--- config.mk ---
export PLATFORM = sky130hd
export DESIGN_NAME = reg_dump_unit_flat
export DESIGN_NICKNAME = d
export VERILOG_FILES = /design/src/rtl/reg_dump_unit_pkg.sv /design/src/rtl/reg_dump_unit_if.sv /design/src/rtl/reg_dump_unit.sv /design/src/flat_wrapper.sv
export SDC_FILE = /design/constraint.sdc
export NUM_CORES = 1
export LEC_CHECK = 0
export ABC_AREA = 1
export CORE_MARGIN = 3
export CORE_UTILIZATION = 39
export DETAILED_ROUTE_END_ITERATION = 12
export HOLD_SLACK_MARGIN = 0.15
export PLACE_DENSITY = 0.76
export SLEW_MARGIN = 10
export SYNTH_ARGS = -nofsm -noshare
export SYNTH_HDL_FRONTEND = slang
export SYNTH_SLANG_ARGS = --single-unit
--- constraint.sdc ---
create_clock -name clk -period 1.55 [get_ports clk]
set_clock_uncertainty 0.2 [all_clocks]
set_input_delay 0.31 -clock clk [delete_from_list [all_inputs] [get_ports clk]]
set_output_delay 0.31 -clock clk [all_outputs]
set_load 0.01 [all_outputs]
--- src/rtl/reg_dump_unit_pkg.sv ---
// Shared processor definitions used by the register dump engine: register-index
// width, register count and the dump FSM state encoding.
package reg_dump_unit_pkg;

  localparam int REG_IDX_W = 5;
  localparam int NUM_REGS  = 32;

  typedef logic [REG_IDX_W-1:0] reg_idx_t;

  typedef enum logic [2:0] {
    ST_IDLE   = 3'd0,
    ST_SETTLE = 3'd1,
    ST_LOAD   = 3'd2,
    ST_SEND   = 3'd3,
    ST_DONE   = 3'd4
  } dump_state_t;

endpackage

--- src/rtl/reg_dump_unit_if.sv ---
// Register-file read port plus the valid/ready dump word stream.
interface reg_dump_unit_if #(
  parameter int N = 32
);
  import reg_dump_unit_pkg::*;

  reg_idx_t       rf_raddr;
  logic [N-1:0]   rf_rdata;
  logic           dout_valid;
  logic           dout_ready;
  logic [N-1:0]   dout_data;
  reg_idx_t       dout_idx;
  logic           dout_last;

  modport master (
    output rf_raddr,
    output dout_valid,
    output dout_data,
    output dout_idx,
    output dout_last,
    input  rf_rdata,
    input  dout_ready
  );

  modport slave (
    input  rf_raddr,
    input  dout_valid,
    input  dout_data,
    input  dout_idx,
    input  dout_last,
    output rf_rdata,
    output dout_ready
  );

endinterface

--- src/rtl/reg_dump_unit.sv ---
// Register-file dump engine: freezes the core, walks FIRST..LAST through the
// combinational read port and streams each register out on a valid/ready port.
module reg_dump_unit
  import reg_dump_unit_pkg::*;
#(
  parameter int N     = 32,
  parameter int FIRST = 0,
  parameter int LAST  = 31
) (
  input  logic            clk,
  input  logic            rst,
  input  logic            start,
  output logic            stall,
  output logic            busy,
  output logic            done,
  reg_dump_unit_if.master bus
);

  localparam reg_idx_t FIRST_IDX = reg_idx_t'(FIRST);
  localparam reg_idx_t LAST_IDX  = reg_idx_t'(LAST);

  dump_state_t   state_r;
  dump_state_t   state_s;
  reg_idx_t      idx_r;
  reg_idx_t      idx_s;
  logic          valid_r;
  logic [N-1:0]  data_r;
  reg_idx_t      didx_r;
  logic          last_r;
  logic          stall_r;
  logic          busy_r;
  logic          done_r;

  assign bus.rf_raddr   = idx_r;
  assign bus.dout_valid = valid_r;
  assign bus.dout_data  = data_r;
  assign bus.dout_idx   = didx_r;
  assign bus.dout_last  = last_r;
  assign stall          = stall_r;
  assign busy           = busy_r;
  assign done           = done_r;

  // FSM state and index counter registers
  always_ff @(posedge clk or negedge rst) begin
    if (!rst) begin
      state_r <= ST_IDLE;
      idx_r   <= FIRST_IDX;
    end else begin
      state_r <= state_s;
      idx_r   <= idx_s;
    end
  end

  // Next-state and index-counter logic
  always_comb begin
    state_s = state_r;
    idx_s   = idx_r;
    case (state_r)
      ST_IDLE: begin
        if (start) begin
          state_s = ST_SETTLE;
          idx_s   = FIRST_IDX;
        end else begin
          state_s = ST_IDLE;
        end
      end
      // One cycle lets a negedge register write already in flight land first
      ST_SETTLE: state_s = ST_LOAD;
      ST_LOAD:   state_s = ST_SEND;
      ST_SEND: begin
        if (bus.dout_ready) begin
          if (idx_r < LAST_IDX) begin
            idx_s   = idx_r + 5'd1;
            state_s = ST_LOAD;
          end else begin
            state_s = ST_DONE;
          end
        end else begin
          state_s = ST_SEND;
        end
      end
      ST_DONE: state_s = ST_IDLE;
      default: begin
        state_s = ST_IDLE;
        idx_s   = FIRST_IDX;
      end
    endcase
  end

  // Registered outputs, derived from the state being entered
  always_ff @(posedge clk or negedge rst) begin
    if (!rst) begin
      valid_r <= 1'b0;
      last_r  <= 1'b0;
      stall_r <= 1'b0;
      busy_r  <= 1'b0;
      done_r  <= 1'b0;
    end else begin
      valid_r <= (state_s == ST_SEND);
      last_r  <= (state_s == ST_SEND) && (idx_r == LAST_IDX);
      stall_r <= (state_s != ST_IDLE);
      busy_r  <= (state_s != ST_IDLE);
      done_r  <= (state_s == ST_DONE);
    end
  end

  // Word capture; held untouched outside LOAD so SEND back-pressure is stable
  always_ff @(posedge clk or negedge rst) begin
    if (!rst) begin
      data_r <= {N{1'b0}};
      didx_r <= 5'd0;
    end else if (state_r == ST_LOAD) begin
      data_r <= bus.rf_rdata;
      didx_r <= idx_r;
    end else begin
      data_r <= data_r;
      didx_r <= didx_r;
    end
  end

endmodule

--- src/flat_wrapper.sv ---
// flat-port wrapper written by rule: the top's interface ports become plain ports
module reg_dump_unit_flat import reg_dump_unit_pkg::*;
#(
  parameter int N     = 32,
  parameter int FIRST = 0,
  parameter int LAST  = 31
)
  (clk, rst, start, stall, busy, done, bus_rf_raddr, bus_dout_valid, bus_dout_data, bus_dout_idx, bus_dout_last, bus_rf_rdata, bus_dout_ready);
  reg_dump_unit_if #(.N(N)) bus_i ();
  input  logic clk;
  input  logic rst;
  input  logic start;
  output logic stall;
  output logic busy;
  output logic done;
  output wire logic [$bits(bus_i.rf_raddr)-1:0] bus_rf_raddr;
  output wire logic [$bits(bus_i.dout_valid)-1:0] bus_dout_valid;
  output wire logic [$bits(bus_i.dout_data)-1:0] bus_dout_data;
  output wire logic [$bits(bus_i.dout_idx)-1:0] bus_dout_idx;
  output wire logic [$bits(bus_i.dout_last)-1:0] bus_dout_last;
  input wire logic [$bits(bus_i.rf_rdata)-1:0] bus_rf_rdata;
  input wire logic [$bits(bus_i.dout_ready)-1:0] bus_dout_ready;
  assign bus_rf_raddr = bus_i.rf_raddr;
  assign bus_dout_valid = bus_i.dout_valid;
  assign bus_dout_data = bus_i.dout_data;
  assign bus_dout_idx = bus_i.dout_idx;
  assign bus_dout_last = bus_i.dout_last;
  assign bus_i.rf_rdata = bus_rf_rdata;
  assign bus_i.dout_ready = bus_dout_ready;
  reg_dump_unit #(.N(N), .FIRST(FIRST), .LAST(LAST)) u_core (.clk(clk), .rst(rst), .start(start), .stall(stall), .busy(busy), .done(done), .bus(bus_i));
endmodule
Word level (Yosys, flattened, before mapping)
Index checks and enable logic that the tools add are counted.
{ "totals": {"ff_bits": 49, "inputBits": 36, "out_inout_bits": 47} }
{ "classes": {"n_addsub": 1, "magnitude_cmp": 1, "n_eq_ne": 10, "mux": 8, "bitwise": 1, "n_reduce_logical": 5} }
{ "ops": {"columns": ["cell", "count"], "rows": [
  ["$mux 5", 3],
  ["$pmux 5 s3", 1],
  ["$pmux 3 s4", 1],
  ["$eq 3x2->1 const B", 3],
  ["$eq 3x3->1 const B", 2],
  ["$mux 3", 2],
  ["$add 5x1->5 const B", 1],
  ["$eq 5x5->1 const B", 1],
  ["$lt 5x5->1 const B", 1],
  ["$ne 2x2->1 const B", 2],
  ["$reduce_and 4->1", 1],
  ["$eq 3x1->1 const B", 1],
  ["$logic_not 3->1", 1],
  ["$reduce_bool 3->1", 1],
  ["$reduce_or 3->1", 1],
  ["$ne 2x1->1 const B", 1],
  ["$logic_and 1x1->1", 1],
  ["$mux 1", 1],
  ["$not 1->1", 1]
]} }

Logic depth before layout (Yosys ltp)
Gate-level depths: netlist (run 1).
{ "depth": {"depth_word": 6, "mapped_depth": 7} }

Least setup slack after synthesis (run 1)
OpenSTA, ideal clock, no wires.
{ "synth_timing": {"path_kind": "reg-to-reg", "startpoint": "register u_core.idx_r[0] (netlist: u_core.bus.rf_raddr[0])", "endpoint": "register u_core.idx_r[4] (netlist: u_core.bus.rf_raddr[4])", "setup_ps": 117, "arrival_ps": 1195, "required_ps": 1233, "setup_slack_ps": 37, "stages_incl_launch_ff": 7, "synth_period_minus_slack_ps": 1513, "cell_sequence": "dfrtp_1 ha_1 nand2_1 nor2_1 ha_1 nand3_1 nand2_1"} }
{ "synth_between": {"elab_chain_cells": 4, "elab_cells_between_ends": 7, "cone_classes": "add/sub (1); order compare (1); eq/ne (1); mux (3); reduce/logical (1)"} }
{ "synth_lines": {"columns": ["element", "line_no", "text"], "rows": [
  ["start: declaration", "reg_dump_unit.sv:24", "reg_idx_t idx_r;"],
  ["start signal: assignment", "reg_dump_unit.sv:50", "idx_r <= idx_s;"],
  ["$add 5x1->5", "reg_dump_unit.sv:73", "idx_s = idx_r + 5'd1;"],
  ["$mux 5", "reg_dump_unit.sv:72", "if (idx_r < LAST_IDX) begin"],
  ["$mux 5", "reg_dump_unit.sv:71", "if (bus.dout_ready) begin"],
  ["$pmux 5 s3", "reg_dump_unit.sv:58", "case (state_r)"]
]} }
Parallel ways exist; a longest one is shown, timed or not. The select of a mux whose other input is x is not followed.
A chain may end at the register's enable or synchronous reset.

Worst setup path after layout (run 1)
{ "layout_timing": {"startpoint": "register u_core.idx_r[0] (netlist: u_core.bus.rf_raddr[0])", "endpoint": "output bus_rf_raddr[0]"} }
{ "layout_lines": {"columns": ["element", "line_no", "text"], "rows": [
  ["end: declaration", "flat_wrapper.sv:16", "output wire logic [$bits(bus_i.rf_raddr)-1:0] bus_rf_raddr;"]
]} }
No word-level cell between the ends.

==> reports/metrics.cfg, run 1 <==
[route]
viasPerCell = 4.66
drt_iter0_markers = 34
wire_per_inst_um = 14.8
firstDrtPassIters = 4
ant_nets = 0
routed_wl_um = 4900
num_vias = 1547
drcViolationCount = 0

[clock_network]
cts_sinks = 49
clk_pin_slew_ns = 0.09
cts_htree_levels = 2
cts_root_buf = clkbuf_8
cts_tree = built
numCtsBuffers = 5
clockBufferDepth = 2
clk_latency_ns = 0.29

[yosys]
ys_warn_count = 0
ys_seq_area_share_pct = 57.9
synth_seq_cells = 49
synth_cell_types = 21
synthesis.nets = 197
netlist_instances = 159
avgSynthCellArea_um2 = 13.3
syn_area_um2 = 2120

[setup_path]
worst_setup_path_end_kind = output port
crit_slowest_cell = dfrtp_1
start_kind = flip-flop
crit_required_ns = 1.04
crit_arrival_ns = 1.01
critPathBufInv = 1
crit_family = flip-flops
worstPathCellList = clkdlybuf4s15_1
critical_path_peak_fanout = 3
cpPeakStageDelay_ns = 0.44
path_class = reg2out

[sta]
setup_viol = 0
slew_headroom_pct = 82.6
fin_setup_tns_ns = 0
rsz0062_at_grt = yes
hold_viol = 0
min_period_ns = 1.52
worst_hold_slack_ns = 0.285
worst_pin_slew_ns = 0.261
drv_slew = 0
fin_ws_ns = 0.0320
finalCritPeriodShare_pct = 97.9
max_freq_mhz = 659

[place]
dp_hpwl_um = 3460
dpl_worst_slack_ns = -0.209
io_buffers = 82
gp_congestion = 0.850
placed_area_um2 = 3110

[hold_path]
hold_path.class = reg2reg

[global_route]
grt_start_max_net_pins = 50
track_usage_pct = 16.0
antenna_found_initial = 0
grt_pass1_vias = 1628
grt_overflow = 0
grt_pass1_wl_um = 7890

[final_layout]
drive_gt1_share_pct = 26.0
layout_common_cells = dfrtp_1 (48), dlygate4sd2_1 (43), clkdlybuf4s50_1 (34)
areaGrowthSynthToFinish_pct = 53.0
final_common_cell = dfrtp_1
antennaDiodeCount = 0
nNetsFinal = 299
final_area_um2 = 3240

[run_status]
status = completed

[pwr]
p_per_area_nw_per_um2 = 1960
leakage_uw = 0.00161
peakVddDrop_v = 0.000777
total_power_uw = 6360

[die]
ioPinCount = 83
die_area_um2 = 6360
row_count = 26
floorplan.die.height_um = 79.7
start_util_pct = 41.0
die_w_um = 79.7
coreArea_um2 = 5170

[run]
drv_cap = 0

-- state kept, by name (all words and copies together) (netlist names) --
name / cells
u_core.bus.dout_data: 32
u_core.bus.dout_idx: 5
u_core.state_r: 3
u_core.stall: 1
u_core.bus.dout_valid: 1
u_core.done: 1
u_core.bus.dout_last: 1
u_core.bus.rf_raddr: 5
-- per-stage QoR --
stage | util, % | instances
finish | 62.7 | 332
global route | 62.7 | 332
CTS | 61.9 | 332
detailed placement | 60.2 | 320
global placement | 60.2 | 320
floorplan | - | 159
-- per-layer routing --
| layer | GRT usage, % | up-vias | routed length [µm] |
|---|---|---|---|
| met3 | 3.72 | 10 | 293 |
| met2 | 26.3 | 65 | 2340 |
| met4 | 4.47 | 0 | 75 |
| met1 | 21.1 | 738 | 2190 |
| met5 | 0 | - | 0 |
| li1 | - | 734 | - |
-- worst register-to-register path: cells and delay by family, from the launching register on --
kind / cells / cell delay (ns)
AND/OR/NAND/NOR: 4 / 0.45
flip-flops: 1 / 0.36
buffers and inverters: 2 / 0.26
AO/OA/AOI/OAI: 1 / 0.18
-- layout make-up --
type,instances,area [µm²]
fillers,416,1930
inverters,12,45.0
clock inverters,3,46.3
repair buffers,100,941
well taps,70,87.6
multi-input cells,93,826
flip-flops and latches,49,1230
clock buffers,5,68.8
-- kinds of logic (layout without fill, tap and decap cells) --
| family | Yosys count | after routing | synth area share [%] |
|---|---|---|---|
| AO/OA/AOI/OAI | 7 | 7 | 1.95 |
| XOR/XNOR | 1 | 1 | 0.413 |
| adder cells (fa/ha/maj) | 2 | 2 | 1.18 |
| buffers and inverters | 17 | 120 | 4.60 |
| flip-flops | 49 | 49 | 57.9 |
| multiplexers | 34 | 34 | 23.4 |
| AND/OR/NAND/NOR | 49 | 49 | 10.6 |
-- cells in the mapped netlist (all sizes together) --
master | number | area, µm²
dfrtp | 49 | 1230
mux2 | 34 | 495
nand2 | 25 | 93.8
inv | 12 | 45.0
nor2 | 11 | 46.3
nand3 | 10 | 67.6
buf | 5 | 52.6
o21ai | 5 | 25.0
ha | 2 | 25.0
nand4 | 2 | 12.5
a21boi | 1 | 7.51
a21oi | 1 | 8.76
nor3 | 1 | 5.00
xnor2 | 1 | 8.76
-- power breakdown --
part           switching [µW]  internal (µW)  total [µW]
logic                    1440           1890        3320
clock network             428            483         911
registers                 291           1830        2120
total                    2160           4200        6360
-- repair_timing --
action                                  CTS  global route
hold endpoints to repair                 49             0
setup buffers                             3             0
resized for setup                        48            11
pin swaps                                 0             0
hold buffers                              1             0
endpoints found under the setup margin   47            11
-- path summary, 6_finish.rpt --
kind | slack, ns | from | end | cells past startpoint
setup reg to reg | 0.05 | u_core.state_r[0]$_DFF_PN0_ | u_core.bus.rf_raddr[1]$_DFFE_PN0P_ | 7
hold / removal | 0.29 | u_core.bus.dout_idx[3]$_DFFE_PN0P_ | u_core.bus.dout_idx[3]$_DFFE_PN0P_ | 2
max in group asynchronous | 0.58 | rst | u_core.state_r[1]$_DFF_PN0_ | 3
hold reg to reg | 0.29 | u_core.bus.dout_idx[3]$_DFFE_PN0P_ | u_core.bus.dout_idx[3]$_DFFE_PN0P_ | 2
setup / recovery | 0.03 | u_core.bus.rf_raddr[0]$_DFFE_PN0P_ | bus_rf_raddr[0] | 1
min in group asynchronous | 0.34 | rst | u_core.bus.dout_data[6]$_DFFE_PN0P_ | 3
Power figures use the tool's default switching activity.
==> run 2: changes to the inputs <==
--- a/config.mk
+++ b/config.mk
@@ -7,10 +7,11 @@
 export LEC_CHECK = 0
 export ABC_AREA = 1
 export CORE_MARGIN = 3
-export CORE_UTILIZATION = 39
+export CORE_UTILIZATION = 56
 export DETAILED_ROUTE_END_ITERATION = 12
+export DONT_BUFFER_PORTS = 1
 export HOLD_SLACK_MARGIN = 0.15
-export PLACE_DENSITY = 0.76
+export PLACE_DENSITY = 0.74
 export SLEW_MARGIN = 10
 export SYNTH_ARGS = -nofsm -noshare
 export SYNTH_HDL_FRONTEND = slang
==> run 2 against run 1 <==
  * The run now ends with hold timing left
  * Global-route usage increased by 5.6 points
  * Cell count decreased by 25%
  * Cell area decreased by 19%
  * Die area decreased by 28%
  * Worst hold slack got worse by 0.78 ns
  * Core utilization increased by 13 points
  * Register-to-register slack about the same
  * First-iteration DRC count increased by 110%
  * Clock power decreased by 25%
  * Highest routed layer unchanged
==> reports/metrics.cfg, run 2 (synthesis results as in run 1) <==
[clock_network]
cts_root_buf = clkbuf_8
hold_buffers = 33  ; +32
clk_latency_ns = 0.29  ; about the same
clk_pin_slew_ns = 0.08  ; about the same
cts_htree_levels = 2  ; unchanged
cts_sinks = 49  ; unchanged
numCtsBuffers = 5  ; unchanged
cts_tree = built
clockBufferDepth = 2  ; unchanged

[die]
ioPinCount = 83  ; unchanged
start_util_pct = 60.7  ; +20 points
floorplan.die.height_um = 67.5  ; -15%
coreArea_um2 = 3490  ; -32%
die_area_um2 = 4560  ; -28%
die_w_um = 67.5  ; -15%
row_count = 21  ; -19%

[place]
gp_congestion = 0.844  ; -0.76%
dp_hpwl_um = 2900  ; -16%
io_buffers = 0  ; -100%

[sta]
slew_headroom_pct = 78.0  ; -4.5 points
drv_slew = 0  ; unchanged
hold_viol = 49  ; +49
worst_hold_slack_ns = -0.496  ; -0.782 ns
worst_pin_slew_ns = 0.326  ; +0.0647 ns
max_freq_mhz = 672  ; +2.0%
setup_viol = 0  ; unchanged
min_period_ns = 1.49  ; -0.0304 ns
finalCritPeriodShare_pct = 96.0  ; -2.0 points

[setup_path]
worstPathCellList = inv_1 -> nand3_4 -> buf_12 -> mux2_2
reg2reg_to = u_core.bus.dout_data[4]$_DFFE_PN0P_
cpPeakStageDelay_ns = 0.40  ; -0.04 ns
reg2reg_from = u_core.state_r[0]$_DFF_PN0_
critical_path_peak_fanout = 27  ; +24
path_class = reg2reg
start_kind = flip-flop
worst_setup_path_end_kind = flip-flop
crit_slowest_cell = dfrtp_1
crit_required_ns = 1.53  ; +0.49 ns
rr_worst_depth = 4  ; -3
cp_num_cells = 4  ; +3
critPathBufInv = 2  ; +1
crit_family = flip-flops
r2r_setup_slack_ns = 0.06  ; about the same
crit_arrival_ns = 1.46  ; +0.45 ns

[run]
drv_cap = 0  ; unchanged

[final_layout]
antennaDiodeCount = 0  ; unchanged
nNetsFinal = 241  ; -19%
largest_register_ffs = 32  ; unchanged
multi_input_area_um2 = 806  ; -2.4%
layout_common_cells = dfrtp_1 (48), dlygate4sd3_1 (33), mux2_4 (30)
areaGrowthSynthToFinish_pct = 24.2
nFillCells = 209  ; -50%
utilization_pct = 75.3  ; +13 points
final_common_cell = dfrtp_1
regArea_um2 = 1230  ; unchanged
drive_gt1_share_pct = 29.2  ; +3.3 points

[global_route]
grt_overflow = 0  ; unchanged
grt_start_max_net_pins = 50  ; unchanged
grt_pass1_wl_um = 7160  ; -9.4%
track_usage_pct = 21.6  ; +5.6 points
antenna_found_initial = 0  ; unchanged
grt_pass1_vias = 1441  ; -11%

[route]
ant_nets = 0  ; unchanged
num_vias = 1329  ; -14%
drt_iter0_markers = 73  ; +110%
viasPerCell = 5.36  ; +15%
drcViolationCount = 0  ; unchanged
wire_per_inst_um = 18.6  ; +26%
firstDrtPassIters = 4  ; unchanged
routed_wl_um = 4620  ; -5.7%

[run_status]
status = finished with violations
violations = hold timing

[pwr]
total_power_uw = 5380  ; -15%
peakVddDrop_v = 0.00125  ; +61%
leakage_uw = 0.00128  ; -20%
p_per_area_nw_per_um2 = 2040  ; +4.2%

[hold_path]
hold_path.class = in2async

==> run 2: timing repair <==
item                       CTS  global route
hold endpoints to repair    86            49
gates resized for setup      0             5
setup buffers                0             2
setup endpoints to repair    0            33
==> run 2: worst register-to-register path: stages, from the launching register on <==
cell	delay (ns)
dfrtp_1	0.40
inv_1	0.10
nand3_4	0.11
buf_12	0.21
mux2_2	0.36
==> run 2: report_power, final <==
group	leakage [µW]	internal [µW]	switching [µW]	total, µW
clock network	0.0000399	298	387	684
registers	0.000593	1840	663	2500
logic	0.000647	1280	919	2190
==> run 2: worst max path at each step <==
stage / startpoint / endpoint / slack, ns
after floorplan: u_core.bus.rf_raddr[0]$_DFFE_PN0P_ / u_core.bus.rf_raddr[4]$_DFFE_PN0P_ / 0.04
after global placement: u_core.bus.rf_raddr[1]$_DFFE_PN0P_ / u_core.bus.rf_raddr[4]$_DFFE_PN0P_ / 0.10
after detailed placement: u_core.state_r[2]$_DFF_PN0_ / u_core.bus.dout_data[4]$_DFFE_PN0P_ / 0.04
after CTS: u_core.state_r[2]$_DFF_PN0_ / u_core.bus.dout_data[31]$_DFFE_PN0P_ / 0.03
after global routing: u_core.state_r[0]$_DFF_PN0_ / u_core.bus.dout_data[4]$_DFFE_PN0P_ / -0.02
final: u_core.state_r[0]$_DFF_PN0_ / u_core.bus.dout_data[4]$_DFFE_PN0P_ / 0.06
==> run 2: cell type report <==
type                    instances  area share (%)
flip-flops and latches         49            46.6
clock inverters                 1           0.190
well taps                      46            2.19
clock buffers                   5            2.61
multi-input cells              93            30.6
inverters                      12            1.71
repair buffers                 42            16.1
==> run 2: through the flow <==
stage | setup TNS, ns | cell area [µm²] | cells | setup slack (ns) | hold slack (ns)
floorplan | 0 | 2120 | 159 | 0.0375 | -0.186
global placement | 0 | 2200 | 207 | 0.104 | -0.185
detailed placement | 0 | 2200 | 207 | 0.0416 | -0.184
CTS | 0 | 2610 | 246 | 0.0265 | -0.509
global route | -0.0412 | 2630 | 248 | -0.0157 | -0.521
finish | 0 | 2630 | 248 | 0.0624 | -0.496
==> run 2: metal layers <==
metal,global-route usage (%),vias up,share of wire (%),routed length (µm)
li1,-,607,-,-
met1,26.5,633,40,1840
met2,34.5,74,49,2240
met3,8.15,15,9.8,453
met4,8.10,0,1.9,90
met5,0,-,0,0
==> run 3: changes to the inputs <==
--- a/config.mk
+++ b/config.mk
@@ -7,11 +7,10 @@
 export LEC_CHECK = 0
 export ABC_AREA = 1
 export CORE_MARGIN = 3
-export CORE_UTILIZATION = 56
+export CORE_UTILIZATION = 39
 export DETAILED_ROUTE_END_ITERATION = 12
-export DONT_BUFFER_PORTS = 1
 export HOLD_SLACK_MARGIN = 0.15
-export PLACE_DENSITY = 0.74
+export PLACE_DENSITY = 0.76
 export SLEW_MARGIN = 10
 export SYNTH_ARGS = -nofsm -noshare
 export SYNTH_HDL_FRONTEND = slang
==> results of run 3 <==
Final layout, timing and power as in run 1 (identical DEF).
